**config.mk**
```make
export PLATFORM = sky130hd
export DESIGN_NAME = divider_seq_ctrl
export DESIGN_NICKNAME = d
export VERILOG_FILES = /design/src/rtl/divider_seq_ctrl.sv
export SDC_FILE = /design/constraint.sdc
export NUM_CORES = 1
export LEC_CHECK = 0
export CAP_MARGIN = 20
export CORE_MARGIN = 2
export CORE_UTILIZATION = 60
export DETAILED_ROUTE_END_ITERATION = 8
export DONT_BUFFER_PORTS = 1
export GPL_ROUTABILITY_DRIVEN = 0
export PLACE_DENSITY = 0.73
export SLEW_MARGIN = 20
export SYNTH_ARGS = -nofsm -noshare
export SYNTH_HDL_FRONTEND = slang
export SYNTH_SLANG_ARGS = --single-unit
```
**constraint.sdc**
```tcl
create_clock -name clk -period 8.4 [get_ports clk]
set_clock_uncertainty 0.05 [all_clocks]
set_input_delay 1.26 -clock clk [delete_from_list [all_inputs] [get_ports clk]]
set_output_delay 1.26 -clock clk [all_outputs]
set_load 0.02 [all_outputs]
```
**src/rtl/divider_seq_ctrl.sv**
```systemverilog
// divider_seq_ctrl: 16/8 restoring divider that reuses one 8-cell subtractor row over 8 cycles.
// Define DIV_EXACT_OVERRIDE_EN to add exact_mode, which forces exact cells for a request.
module divider_seq_ctrl #(
   parameter int APPROX_ROWS = 2
) (
   input  logic        clk,
   input  logic        rst_n,
   input  logic        in_valid,
   output logic        in_ready,
   input  logic [15:0] n,
   input  logic [7:0]  d,
`ifdef DIV_EXACT_OVERRIDE_EN
   input  logic        exact_mode,
`endif
   output logic        out_valid,
   input  logic        out_ready,
   output logic [7:0]  q,
   output logic [7:0]  r,
   output logic        dz,
   output logic        ovf
);
   typedef enum logic [1:0] {IDLE, ITER, DONE} state_t;
   state_t state, state_nx;
   logic [2:0] k;
   logic [8:0] w;
   logic [6:0] nl;
   logic [7:0] dl, diff, rem;
   logic [8:0] bc;
   logic em, approx, qbit;
   assign bc[0] = 1'b0;
   genvar i;
   generate
      for (i = 0; i < 8; i++) begin : g_cell
         // approx cell differs from exact only at x=0,y=1,b=1, where it outputs 1
         assign diff[i]  = (w[i] ^ dl[i] ^ bc[i]) | (approx & ~w[i] & dl[i] & bc[i]);
         assign bc[i+1]  = (~w[i] & dl[i]) | (~(w[i] ^ dl[i]) & bc[i]);
      end
   endgenerate
   assign approx    = (int'(k) < APPROX_ROWS) & ~em;
   assign qbit      = w[8] | ~bc[8];
   assign rem       = qbit ? diff : w[7:0];
   assign in_ready  = state == IDLE;
   assign out_valid = state == DONE;
`ifndef DIV_EXACT_OVERRIDE_EN
   assign em = 1'b0;
`endif
   always_comb begin
      state_nx = state;
      case (state)
         IDLE:    state_nx = in_valid ? ((d == 8'd0) ? DONE : ITER) : IDLE;
         ITER:    state_nx = (k == 3'd0) ? DONE : ITER;
         DONE:    state_nx = out_ready ? IDLE : DONE;
         default: state_nx = IDLE;
      endcase
   end
   always_ff @(posedge clk or negedge rst_n)
      if (!rst_n) state <= IDLE;
      else        state <= state_nx;
   always_ff @(posedge clk or negedge rst_n) begin
      if (!rst_n) begin
         k   <= 3'd0;
         w   <= 9'd0;
         nl  <= 7'd0;
         dl  <= 8'd0;
         q   <= 8'd0;
         r   <= 8'd0;
         dz  <= 1'b0;
         ovf <= 1'b0;
`ifdef DIV_EXACT_OVERRIDE_EN
         em  <= 1'b0;
`endif
      end else begin
         case (state)
            IDLE: if (in_valid) begin
               k   <= 3'd7;
               w   <= n[15:7];
               nl  <= n[6:0];
               dl  <= d;
               dz  <= d == 8'd0;
               ovf <= (n[15:8] >= d) && (d != 8'd0);
               q   <= (d == 8'd0) ? 8'hFF : 8'd0;
               r   <= (d == 8'd0) ? n[7:0] : 8'd0;
`ifdef DIV_EXACT_OVERRIDE_EN
               em  <= exact_mode;
`endif
            end
            ITER: begin
               q[k] <= qbit;
               if (k == 3'd0) r <= rem;
               else begin
                  w <= {rem, nl[k - 3'd1]};
                  k <= k - 3'd1;
               end
            end
            default: ;
         endcase
      end
   end
endmodule
```
==> impl_metrics.env <==
export IMPL_status="finished, final reports clean"
export IMPL_grt_overflow=0
export IMPL_cp_slowest_cell="fa_1"
export IMPL_cpPeakStageDelay_ns=0.44
export IMPL_start_kind="register"
export IMPL_final_util_pct=64.1
export IMPL_synth_edf_count=0
export IMPL_max_slew_margin_pct=44.9
export IMPL_htree_levels=2
export IMPL_critPathTopFamily="adder cells"
export IMPL_yosysUniqueCellTypes=48
export IMPL_cts_tree="built"
export IMPL_grt_pass1_wl_um=10500
export IMPL_die_w_um=71.3
export IMPL_r2r_setup_slack_ns=3.64
export IMPL_num_io_pins=48
export IMPL_cts_buffers=5
export IMPL_hold_path_class="reg2reg"
export IMPL_grt_start_max_net_pins=48
export IMPL_drt_pre_antenna_iters=4
export IMPL_timing_critical_path_buf_inv=1
export IMPL_postCtsSetupBuffers=0
export IMPL_post_route_drc_count=0
export IMPL_setup_viol=0
export IMPL_port_buffers=0
export IMPL_grt_pass1_vias=2086
export IMPL_finalCriticalPeriod_ns=4.76
export IMPL_path_common_cell="fa_1"
export IMPL_cp_depth=13
export IMPL_power_total_w=0.00120
export IMPL_setup_tns_ns=0
export IMPL_fillers=377
export IMPL_antenna_found_initial=0
export IMPL_postSynthNetCount=329
export IMPL_nets=324
export IMPL_reg2reg_from="w[0]$_DFFE_PN0P_"
export IMPL_crit_type="reg2reg"
export IMPL_cts_resized=0
export IMPL_power_density_nw_per_um2=430
export IMPL_ys_flop_type="dfrtp_1"
export IMPL_p_leak_nw=1.29
export IMPL_drv_slew=0
export IMPL_die_h_um=71.3
export IMPL_synth_most_common_cell="nand2_1"
export IMPL_hold_violations=0
export IMPL_drt_wl_total_um=6310
export IMPL_cts_clk_slew_worst_paths_ns=0.08
export IMPL_fmax_mhz=210
export IMPL_synth_top_area_share_pct=43.3
export IMPL_drive_gt1_share_pct=8.63
export IMPL_endpoint_kind="register"
export IMPL_synth_warnings=0
export IMPL_initial_utilization_pct=62.3
export IMPL_synth_async_reset_ratio_pct=100
export IMPL_wl_per_cell_um=19.1
export IMPL_rsz0062_at_grt="no"
export IMPL_cap_violations=0
export IMPL_clock_sinks=47
export IMPL_drt_vias_per_instance=6.28
export IMPL_syn_mean_instance_area_um2=9.59
export IMPL_grt_use_total_pct=27.2
export IMPL_synthCells=283
export IMPL_crit_required_ns=8.56
export IMPL_min_period_over_period_pct=56.7
export IMPL_rows=24
export IMPL_postCtsHoldBufs=0
export IMPL_cp_max_fo=17
export IMPL_reg2reg_to="r[2]$_DFFE_PN0P_"
export IMPL_clock_latency_ns=0.30
export IMPL_worstPathCellList="inv_1 -> ha_1 -> fa_1 -> fa_1 -> fa_1 -> fa_1 -> fa_1 -> fa_1 -> fa_1 -> nand2b_1 -> o21ai_0 -> a31o_2 -> o221ai_1"
export IMPL_vias=2071
export IMPL_coreArea_um2=4350
export IMPL_syn_cell_area_um2=2710
export IMPL_cp_data_arrival_time_ns=4.92
export IMPL_crit_end="r[2]$_DFFE_PN0P_"
export IMPL_initialDrtViolationCount=181
export IMPL_reg2reg_depth=13
export IMPL_dieArea_um2=5080
export IMPL_peakVddDrop_mv=0.207
export IMPL_drtAntennaViolNets=0
export IMPL_syn_to_final_growth_pct=2.90
export IMPL_dpl_hpwl_um=4670
export IMPL_crit_start="w[0]$_DFFE_PN0P_"
export IMPL_synthTopCellsByArea="dfrtp_1 (43%), nand2_1 (7.3%), o21ai_0 (5.5%)"
export IMPL_tightest_slew_ns=0.826
export IMPL_ys_seq_area_share_pct=43.3
export IMPL_antenna_cells=0
export IMPL_netlist_top_cells_count="nand2_1 (53), dfrtp_1 (47), o21ai_0 (30), inv_1 (21), ha_1 (11)"
export IMPL_clk_path_buf_depth=2
export IMPL_synth_seq_cells=47
export IMPL_root_buffer="clkbuf_8"
export IMPL_yosysTopAreaCell="dfrtp_1"
## flip-flops by register name, summed over array words and instances, names as in the netlist
| name | cells |
|---|---|
| dl | 8 |
| nl | 7 |
| q | 8 |
| r | 8 |
| state | 2 |
| ovf | 1 |
| k | 3 |
| dz | 1 |
| w | 9 |
## layout make-up
cell class / count / area (µm²) / area share, %
Multi-Input combinational cell: 199 / 1340 / 48.1
Sequential cell: 47 / 1180 / 42.1
Inverter: 22 / 82.6 / 2.96
Clock buffer: 6 / 72.6 / 2.60
Tap cell: 52 / 65.1 / 2.33
Clock inverter: 1 / 30.0 / 1.08
Timing Repair Buffer: 3 / 22.5 / 0.806
## layer usage
layer  GRT usage (%)  wire length (µm)  vias to the layer above
met2            42.3              2960                       67
met1            37.9              2860                     1016
met3            7.45               426                        6
li1                -                 -                      982
met5               0                 0                        -
met4            7.55                70                        0
## stage by stage
stage | cells | hold slack (ns) | worst slack (ns) | area, µm²
6_report | 330 | 0.435 | 3.64 | 2790
5_1_grt | 330 | 0.456 | 3.41 | 2790
4_1_cts | 330 | 0.438 | 3.69 | 2790
3_5_place_dp | 323 | 0.414 | 3.73 | 2690
3_3_place_gp | 323 | 0.412 | 3.82 | 2690
2_1_floorplan | 283 | 0.395 | 4.08 | 2710
## layout by cell type, fill, tap and decap left out, types with 4 or more instances in the layout
cell type / count
nand2_1: 53
dfrtp_1: 47
o21ai_0: 30
inv_1: 21
ha_1: 11
nor2_1: 10
a31oi_1: 9
nand4_1: 8
fa_1: 7
o22a_1: 5
mux2i_1: 5
a21oi_1: 5
clkbuf_8: 5
a221o_1: 4
## how the worst min path moves through the flow
stage / startpoint / to / slack (ns) / cells past startpoint
final: nl[6]$_DFFE_PN0P_ / nl[6]$_DFFE_PN0P_ / 0.43 / 2
after global routing: nl[4]$_DFFE_PN0P_ / nl[4]$_DFFE_PN0P_ / 0.46 / 2
after CTS: nl[6]$_DFFE_PN0P_ / nl[6]$_DFFE_PN0P_ / 0.44 / 2
after detailed placement: nl[4]$_DFFE_PN0P_ / nl[4]$_DFFE_PN0P_ / 0.41 / 2
after global placement: nl[0]$_DFFE_PN0P_ / nl[0]$_DFFE_PN0P_ / 0.41 / 2
after floorplan: nl[6]$_DFFE_PN0P_ / nl[6]$_DFFE_PN0P_ / 0.39 / 2
## kinds of logic after synthesis
group	synth area share, %
mux	3.92
buf+inv	7.15
simple gates	17.4
xor+xnor	0.323
flops	43.3
compound gates	17.6
fa+ha+maj	10.2
## power breakdown
group	switching, W	leakage, nW	total (W)	internal (W)
logic	0.000326	0.664	0.000571	0.000246
registers	0.000137	0.573	0.000470	0.000333
clock network	0.0000728	0.0513	0.000160	0.0000872
## worst register-to-register path, cell delays in order (launching register included)
cell and delay (ns):
dfrtp_1 0.39, inv_1 0.06, ha_1 0.22, fa_1 0.40, fa_1 0.42, fa_1 0.44
fa_1 0.43, fa_1 0.42, fa_1 0.42, fa_1 0.41, nand2b_1 0.42, o21ai_0 0.16
a31o_2 0.27, o221ai_1 0.16
Power figures use the tool's default switching activity.
